--- src/rtl/axis_scaler_pkg.sv ---
// Shared definitions for the AXI-Stream scaler configuration sequencer:
// ramp FSM states, config-word field positions and the unity-gain constant.
package axis_scaler_pkg;

    typedef enum logic [1:0] {
        IDLE = 2'd0,
        WAIT = 2'd1,
        STEP = 2'd2
    } ramp_state_t;

    localparam int SCALE_LSB  = 0;
    localparam int SCALE_MSB  = 15;
    localparam int OFFSET_LSB = 16;

    // Scaler multiplies by scale and shifts right by 15, so 0x7FFF is ~1.0.
    localparam logic signed [15:0] SCALE_UNITY = 16'sh7FFF;

    // Magnitude of a 17-bit signed difference; the range of target-scale
    // never reaches -65536, so negation cannot overflow.
    function automatic logic [16:0] abs17(input logic signed [16:0] v);
        logic signed [16:0] neg;
        neg = -v;
        return v[16] ? neg : v;
    endfunction

endpackage

--- src/rtl/axis_scaler_ramp_step.sv ---
// Combinational single step of a scale ramp: moves scale toward target by at
// most step, landing exactly on target when it is within reach (or step is 0).
module axis_scaler_ramp_step
    import axis_scaler_pkg::*;
(
    input  logic signed [15:0] scale,
    input  logic signed [15:0] target,
    input  logic        [15:0] step,
    output logic signed [15:0] next_scale,
    output logic               reached
);

    logic signed [16:0] diff;
    logic        [16:0] mag;
    logic signed [16:0] moved;

    // Compute the distance in 17 bits and either snap to target or move one step.
    always_comb begin
        diff = $signed({target[15], target}) - $signed({scale[15], scale});
        mag  = abs17(diff);
        if (diff[16]) begin
            moved = $signed({scale[15], scale}) - $signed({1'b0, step});
        end else begin
            moved = $signed({scale[15], scale}) + $signed({1'b0, step});
        end
        if ((step == 16'd0) || (mag <= {1'b0, step})) begin
            next_scale = target;
            reached    = 1'b1;
        end else begin
            // Moving toward an in-range target keeps the result in 16 bits.
            next_scale = moved[15:0];
            reached    = 1'b0;
        end
    end

endmodule

--- src/rtl/axis_scaler_ramp_ctrl.sv ---
// Scale/offset configuration sequencer for the AXI-Stream sample scaler.
// On start the offset field is applied at once and the scale field ramps to
// its target in bounded steps, one step per cfg_interval accepted samples.
// Optional abort input/aborted pulse: define AXIS_SCALER_RAMP_ABORT_EN.
module axis_scaler_ramp_ctrl
    import axis_scaler_pkg::*;
#(
    parameter int                 OFFSET_WIDTH = 14,
    parameter int                 CNTR_WIDTH   = 32,
    parameter logic signed [15:0] RESET_SCALE  = 16'sd0
) (
    input  logic                  aclk,
    input  logic                  areset,
    input  logic [31:0]           cfg_target,
    input  logic [15:0]           cfg_step,
    input  logic [CNTR_WIDTH-1:0] cfg_interval,
    input  logic                  start,
    input  logic                  sample_tick,
`ifdef AXIS_SCALER_RAMP_ABORT_EN
    input  logic                  abort,
    output logic                  aborted,
`endif
    output logic [31:0]           m_cfg_data,
    output logic                  busy,
    output logic                  done
);

    localparam logic [CNTR_WIDTH-1:0] CNT_ONE = {{(CNTR_WIDTH-1){1'b0}}, 1'b1};

    ramp_state_t              state_reg, state_next;
    logic signed [15:0]       scale_reg, scale_next;
    logic signed [15:0]       target_reg, target_next;
    logic [OFFSET_WIDTH-1:0]  offset_reg, offset_next;
    logic [15:0]              step_reg, step_next;
    logic [CNTR_WIDTH-1:0]    interval_reg, interval_next;
    logic [CNTR_WIDTH-1:0]    cnt_reg, cnt_next;
    logic                     done_reg, done_next;
`ifdef AXIS_SCALER_RAMP_ABORT_EN
    logic                     aborted_reg, aborted_next;
`endif

    logic [CNTR_WIDTH-1:0]    start_reload;
    logic [CNTR_WIDTH-1:0]    run_reload;
    logic signed [15:0]       step_scale;
    logic                     step_reached;

    // An interval of zero is treated as one sample per step.
    assign start_reload = (cfg_interval == '0) ? CNT_ONE : cfg_interval;
    assign run_reload   = (interval_reg == '0) ? CNT_ONE : interval_reg;

    axis_scaler_ramp_step u_step (
        .scale      (scale_reg),
        .target     (target_reg),
        .step       (step_reg),
        .next_scale (step_scale),
        .reached    (step_reached)
    );

    // Next-state logic: start has priority over abort, ticks and stepping.
    always_comb begin
        state_next    = state_reg;
        scale_next    = scale_reg;
        target_next   = target_reg;
        offset_next   = offset_reg;
        step_next     = step_reg;
        interval_next = interval_reg;
        cnt_next      = cnt_reg;
        done_next     = 1'b0;
`ifdef AXIS_SCALER_RAMP_ABORT_EN
        aborted_next  = 1'b0;
`endif
        if (start) begin
            // Retargeting mid-ramp continues from the current scale value.
            target_next   = $signed(cfg_target[SCALE_MSB:SCALE_LSB]);
            offset_next   = cfg_target[OFFSET_LSB +: OFFSET_WIDTH];
            step_next     = cfg_step;
            interval_next = cfg_interval;
            cnt_next      = start_reload;
            if ($signed(cfg_target[SCALE_MSB:SCALE_LSB]) == scale_reg) begin
                state_next = IDLE;
                done_next  = 1'b1;
            end else begin
                state_next = WAIT;
            end
        end
`ifdef AXIS_SCALER_RAMP_ABORT_EN
        else if (abort && (state_reg != IDLE)) begin
            // Freeze scale where it is; a pending step is discarded.
            state_next   = IDLE;
            aborted_next = 1'b1;
        end
`endif
        else begin
            case (state_reg)
                WAIT: begin
                    if (sample_tick) begin
                        if (cnt_reg == CNT_ONE) begin
                            state_next = STEP;
                            cnt_next   = run_reload;
                        end else begin
                            cnt_next = cnt_reg - CNT_ONE;
                        end
                    end
                end
                STEP: begin
                    scale_next = step_scale;
                    if (step_reached) begin
                        state_next = IDLE;
                        done_next  = 1'b1;
                    end else begin
                        state_next = WAIT;
                    end
                end
                default: begin
                    state_next = state_reg;
                end
            endcase
        end
    end

    // State and datapath registers with synchronous reset to a muted output.
    always_ff @(posedge aclk) begin
        if (areset) begin
            state_reg    <= IDLE;
            scale_reg    <= RESET_SCALE;
            target_reg   <= RESET_SCALE;
            offset_reg   <= '0;
            step_reg     <= '0;
            interval_reg <= '0;
            cnt_reg      <= '0;
            done_reg     <= 1'b0;
`ifdef AXIS_SCALER_RAMP_ABORT_EN
            aborted_reg  <= 1'b0;
`endif
        end else begin
            state_reg    <= state_next;
            scale_reg    <= scale_next;
            target_reg   <= target_next;
            offset_reg   <= offset_next;
            step_reg     <= step_next;
            interval_reg <= interval_next;
            cnt_reg      <= cnt_next;
            done_reg     <= done_next;
`ifdef AXIS_SCALER_RAMP_ABORT_EN
            aborted_reg  <= aborted_next;
`endif
        end
    end

    // Config word assembled bit by bit straight from the field registers.
    for (genvar gi = 0; gi < 32; gi++) begin : g_cfg_bit
        if (gi <= SCALE_MSB) begin : g_scale
            assign m_cfg_data[gi] = scale_reg[gi - SCALE_LSB];
        end else if (gi < OFFSET_LSB + OFFSET_WIDTH) begin : g_offset
            assign m_cfg_data[gi] = offset_reg[gi - OFFSET_LSB];
        end else begin : g_zero
            assign m_cfg_data[gi] = 1'b0;
        end
    end

    // Target bits above the offset field carry no meaning for the scaler.
    if (OFFSET_LSB + OFFSET_WIDTH < 32) begin : g_hi
        logic unused_hi;
        assign unused_hi = ^cfg_target[31:OFFSET_LSB + OFFSET_WIDTH];
    end

    assign busy = (state_reg != IDLE);
    assign done = done_reg;
`ifdef AXIS_SCALER_RAMP_ABORT_EN
    assign aborted = aborted_reg;
`endif

endmodule

--- config.mk ---
export PLATFORM = sky130hd
export DESIGN_NAME = axis_scaler_ramp_ctrl
export DESIGN_NICKNAME = d
export VERILOG_FILES = /design/src/rtl/axis_scaler_pkg.sv /design/src/rtl/axis_scaler_ramp_step.sv /design/src/rtl/axis_scaler_ramp_ctrl.sv
export SDC_FILE = /design/constraint.sdc
export NUM_CORES = 1
export LEC_CHECK = 0
export BUFFER_PORTS_ARGS = -buffer_cell sky130_fd_sc_hd__buf_4
export CORE_UTILIZATION = 45
export CTS_CLUSTER_SIZE = 25
export DETAILED_ROUTE_END_ITERATION = 10
export GPL_ROUTABILITY_DRIVEN = 0
export PLACE_DENSITY_LB_ADDON = 0.05
export SLEW_MARGIN = 0
export SYNTH_ARGS = -nofsm -noshare
export SYNTH_HDL_FRONTEND = slang
export SYNTH_HIERARCHICAL = 1
export SYNTH_SLANG_ARGS = --single-unit
--- constraint.sdc ---
create_clock -name aclk -period 5.05 [get_ports aclk]
set_clock_uncertainty 0.2 [all_clocks]
set_input_delay 1.2625 -clock aclk [delete_from_list [all_inputs] [get_ports aclk]]
set_output_delay 1.2625 -clock aclk [all_outputs]
set_load 0.03 [all_outputs]
==> Word level (Yosys, flattened, before mapping) <==
Cells that the tools add are included.
{ "word_totals": {"reg_bits": 129} }
{ "op_classes": {"n_mux": 20, "n_reduce_logical": 11, "addsub": 5, "eq_ne": 6, "order_cmp": 1, "n_bitwise": 1} }
{ "ops": {"columns": ["cell", "n"], "rows": [
  ["$mux W32", 6],
  ["$logic_not A32 Y1", 2],
  ["$eq A32 B1 Y1 const B", 1],
  ["$mux W16", 2],
  ["$sub A32 B1 Y32 const B", 1],
  ["$le A17 B16 Y1", 1],
  ["$mux W17", 1],
  ["$neg A17 Y17", 1],
  ["$sub A16 B16 Y17", 1],
  ["$add A16 B16 Y16", 1],
  ["$eq A16 B16 Y1", 1],
  ["$logic_not A16 Y1", 1],
  ["$sub A16 B16 Y16", 1],
  ["$mux W1", 7],
  ["$mux W2", 3],
  ["$ne A3 B3 Y1 const B", 2],
  ["$reduce_bool A2 Y1", 3],
  ["$pmux W2 S2", 1],
  ["$reduce_and A2 Y1", 2],
  ["$reduce_and A3 Y1", 1],
  ["$reduce_bool A3 Y1", 1],
  ["$eq A2 B1 Y1 const B", 1],
  ["$eq A2 B2 Y1 const B", 1],
  ["$logic_or A1 B1 Y1", 1],
  ["$not A1 Y1", 1]
]} }

==> Logic depth before layout (Yosys ltp) <==
{ "logic_depth": {"word_depth": 9, "mapped_depth": 25} }

==> Cells and area by module <==
Netlist, hierarchy kept.
{ "by_module_without_submodules": {"columns": ["mod", "area_per_inst_um2", "seq_area_each_um2", "instances", "cells_per_inst"], "rows": [
  ["axis_scaler_ramp_ctrl", 6045.8, 2582.5, 1, 699],
  ["axis_scaler_ramp_step", 2712.6, 0.0, 1, 369]
]} }

==> Worst setup path before layout <==
No wires, ideal clock.
{ "synth_path": {"path_kind": "register -> register", "from": "register scale_reg[2]", "to": "register scale_reg[10]", "path_slack_ps": -204, "n_path_buf": 1, "period_less_slack_ps": 5254, "arrival_ps": 4921, "stages_incl_launch_ff": 22, "cell_sequence": "dfxtp_1 > inv_1 > ha_1 > nor2b_1 > o31a_1 > or4_1 > o311ai_1 > nand4_1 > or3_4 > o21ai_0 > nand2_1 > xor2_1 > ha_1 > nand4_1 > or4_1 > o21ai_0 > a211oi_1 > a31oi_2 > buf_6 > mux2_4 > nand2_1 > a21oi_1"} }
{ "synth_between": {"elab_chain_cells": 6, "elab_cells_between_ends": 9} }
{ "synth_rtl": {"columns": ["item", "line", "text"], "rows": [
  ["from (decl)", "axis_scaler_ramp_ctrl.sv:31", "logic signed [15:0] scale_reg, scale_next;"],
  ["from (signal assigned)", "axis_scaler_ramp_ctrl.sv:137", "scale_reg <= scale_next;"],
  ["$sub A16 B16 Y17", "axis_scaler_ramp_step.sv:19", "diff = $signed({target[15], target}) - $signed({scale[15], scale});"],
  ["$neg A17 Y17", "axis_scaler_pkg.sv:22", "neg = -v;"],
  ["$mux W17", "axis_scaler_pkg.sv:23", "return v[16] ? neg : v;"],
  ["$le A17 B16 Y1", "axis_scaler_ramp_step.sv:26", "if ((step == 16'd0) || (mag <= {1'b0, step})) begin"],
  ["$logic_or A1 B1 Y1", "axis_scaler_ramp_step.sv:26", null],
  ["$mux W16 (*)", "axis_scaler_ramp_step.sv:26", null],
  ["via step_scale[10]", "axis_scaler_ramp_ctrl.sv:44", "logic signed [15:0] step_scale;"]
]} }
Mark *: on every way through the listed nets, which the timed path passes. The rest lies on a longest branch.
A chain may end at the register's enable or synchronous reset.

==> Worst setup path in the final report <==
{ "layout_path": {"from": "register target_reg[0]", "to": "register scale_reg[14]"} }
{ "layout_between": {"elab_chain_cells": 6, "elab_cells_between_ends": 7} }
{ "layout_rtl": {"columns": ["item", "line", "text"], "rows": [
  ["from (decl)", "axis_scaler_ramp_ctrl.sv:32", "logic signed [15:0] target_reg, target_next;"],
  ["from (signal assigned)", "axis_scaler_ramp_ctrl.sv:138", "target_reg <= target_next;"],
  ["$sub A16 B16 Y17 (*)", "axis_scaler_ramp_step.sv:19", null],
  ["$neg A17 Y17", "axis_scaler_pkg.sv:22", null],
  ["$mux W17", "axis_scaler_pkg.sv:23", null],
  ["$le A17 B16 Y1", "axis_scaler_ramp_step.sv:26", null],
  ["$logic_or A1 B1 Y1", "axis_scaler_ramp_step.sv:26", null],
  ["$mux W16 (*)", "axis_scaler_ramp_step.sv:26", null],
  ["via step_scale[14]", "axis_scaler_ramp_ctrl.sv:44", null]
]} }
Marks and branches as above.

==> impl_metrics.toml <==
[cts]
cts.sinks = 129
clkLatencyLatePin_ns = 0.43
path_clk_slew_ns = 0.06
cts_buffers = 17
clockBufferDepth = 2
cts_tree = "yes"
ctsHoldBuffers = 0
cts.root.buffer_cell = "clkbuf_16"
cts.htree.levels = 4

[floorplan]
core_area_um2 = 18900
start_util = 0.464
die-area_um2 = 20000
pin_count = 118
die_y_um = 142
placementRows = 50
dieWidth_um = 142

[critical_path]
crit_fanout = 4
cp_data_required_time_ns = 5.12
r2r_cells = 25
rrSetupSlack_ns = -0.02
r2r_start = "target_reg[0]"
critPathArrivalTime_ns = 5.15
timing.rr.end = "scale_reg[14]"
startpoint_type = "flop"
end_kind = "flop"
crit_type = "reg -> reg"

[placed_design]
dp_hpwl_mm = 19.1
io_buffers = 113

[drt]
dr.pass1.iters = 5
wl_met3_um = 986
ant_nets = 0
drc = 0
vias = 8512
finalWirelength_mm = 26.9
routedWlPerCell_um = 17.6
via_per_inst = 5.56
wl_met1_mm = 11.8
route.met2.wl_mm = 13.4
routed.top_layer = "met4"
drt_iter0_drc = 414

[yosys]
syn_area_per_cell_um2 = 8.20
ys.flop_type = "dfxtp_1"
syn_inst = 1068
yosysUniqueCellTypes = 72
synth-seq-cells = 129
seq_area_frac_synth = 0.295
syn_area_um2 = 8760
yosysWarnings = 6
async_reset_ff_frac = 0
synth_edf_count = 0

[run]
max-cap-violations = 0

[layout]
mostFrequentLayoutCells = "214 x buf_4, 121 x dfxtp_1, 112 x nor2_1, 83 x nand2_1, 79 x a21oi_1"
drive_gt1_frac = 0.257
area_delta_synth_final_pct = 30.6
fin_nets = 1395
post-route-util = 0.605
n_antenna_cell = 0
final_common_cell = "buf_4"
nFillCells = 1764

[worst_hold_path]
hold-path-endpoint = "interval_reg[27]"
worstHoldPathType = "reg -> reg"
holdCritStartpoint = "interval_reg[27]"
hold_depth = 2

[global_route]
grt_pass1_vias = 8403
grt_pass1_wl_mm = 42.8
track_usage = 0.275
overflow = 0
antenna_found_initial = 0
grt_max_degree = 76

[sta]
timing.hold.ws_ns = 0.272
tightest_slew_ns = 0.857
hold_violations = 0
slew_headroom = 0.428
setup-tns-final_ns = -0.0233
fmax_mhz = 197
rsz0062_at_grt = "true"
fin_crit_sh = 1.00
setup_viol_count_final = 1
finalCriticalPeriod_ns = 5.07
slew_violations = 0
postLayoutSetupSlackWorst_ns = -0.0233

[pwr]
p_comb_frac = 0.387
power_frac_seq = 0.285
p_sw_mw = 1.31
pwr_density_cell_nw_per_um2 = 348
p_leak_nw = 4.90
clock_power_share = 0.328
fin_total_pwr_mw = 3.98
ir_drop_uv = 251
switching_share = 0.329
p_int_mw = 2.68

[status]
status = "finished with violations"
violations = "negative setup slack"
stage by stage:
| stage | instance area (um^2) | cells | setup WS [ns] |
|---|---|---|---|
| after floorplan | 8780 | 1069 | 0.00454 |
| after global placement | 10500 | 1488 | -0.248 |
| after detailed placement | 10500 | 1488 | -0.301 |
| after CTS | 11300 | 1530 | -0.0188 |
| after global routing | 11400 | 1531 | -0.229 |
| final | 11400 | 1531 | -0.0233 |
routing by layer:
| layer | up-vias | GRT usage |
|---|---|---|
| li1 | 4271 | - |
| met1 | 4025 | 0.325 |
| met2 | 182 | 0.492 |
| met3 | 34 | 0.0516 |
| met4 | 0 | 0.102 |
| met5 | - | 0 |
worst max path at each step:
| stage | startpoint | to | slack (ns) | depth (start not counted) |
|---|---|---|---|---|
| 2_1_floorplan | scale_reg[0] | scale_reg[10] | 0.005 | 21 |
| 3_3_place_gp | target_reg[0] | scale_reg[14] | -0.25 | 22 |
| 3_5_place_dp | target_reg[0] | scale_reg[14] | -0.30 | 23 |
| 4_1_cts | target_reg[0] | scale_reg[7] | -0.02 | 25 |
| 5_1_grt | target_reg[0] | scale_reg[0] | -0.23 | 25 |
| 6_report | target_reg[0] | scale_reg[14] | -0.02 | 25 |
critical path, cell delays in order, from the launching register on:
cell and delay, ns:
dfxtp_2 0.33, inv_2 0.05, ha_4 0.16, fa_2 0.41
nor2b_4 0.14, o31a_1 0.19, o21bai_2 0.11, a31oi_2 0.29
nand2_2 0.11, buf_4 0.15, a21oi_1 0.13, buf_4 0.16
o21ai_0 0.10, xnor2_1 0.20, ha_1 0.27, o21ai_1 0.12
o21ai_1 0.12, and4_1 0.19, a211o_1 0.29, a21o_1 0.20
a311o_1 0.37, a21oi_2 0.16, xnor2_1 0.08, mux2_4 0.26
nand2_1 0.06, a21oi_1 0.05
final cells by class:
type,count,area [um^2],area share
sequential,129,2590,0.227
inverter,47,176,0.0154
tap,260,325,0.0284
timing repair buffer,221,1730,0.151
multi-input combinational,842,6010,0.525
clock inverter,14,180,0.0157
clock buffer,18,429,0.0375
synthesized netlist by cell type (all sizes together), types with 7 or more instances:
cell    number  area share
inv         47       0.020
nor4        33       0.025
o31ai       14       0.012
o21ai       44       0.025
xor2        30       0.030
mux2        15       0.023
dfxtp      129        0.29
a21o        13       0.011
mux2i       75       0.086
a31oi        9      0.0071
buf         11      0.0087
o211ai      11      0.0094
or3         23       0.018
nand3       20       0.011
a211oi       7      0.0060
clkbuf      40       0.017
nand4       18       0.013
nor3        30       0.018
nor2       113       0.048
xnor2       56       0.056
a21oi       83       0.047
ha          51       0.073
o21a        11      0.0094
o31a         7      0.0070
nand2       84       0.036
cell families after synthesis:
kind of cell | after synthesis | share of synthesized area
DFF | 129 | 0.295
muxes | 90 | 0.108
adders and majority gates | 53 | 0.0774
other | 1 | 0.000428
buffers and inverters | 98 | 0.0460
and+or+nand+nor | 362 | 0.203
xor gates and xnor gates | 86 | 0.0860
AOI/OAI and AO/OA | 249 | 0.184
power by group through the flow:
stage	clock (mW)	sequential, mW	combinational [mW]
after floorplan	0	1.15	0.841
after global placement	0	1.15	1.25
after detailed placement	0	1.16	1.26
after CTS	1.34	1.13	1.48
after global routing	1.38	1.14	1.67
final	1.31	1.14	1.54
timing repair:
item	4_1_cts	5_1_grt
gates resized for setup	29	31
buffers inserted	7	2
pin swaps	11	14
cloned	3	0
endpoints found under the setup margin	17	18
Note: power is estimated with default switching activity, not from simulation.
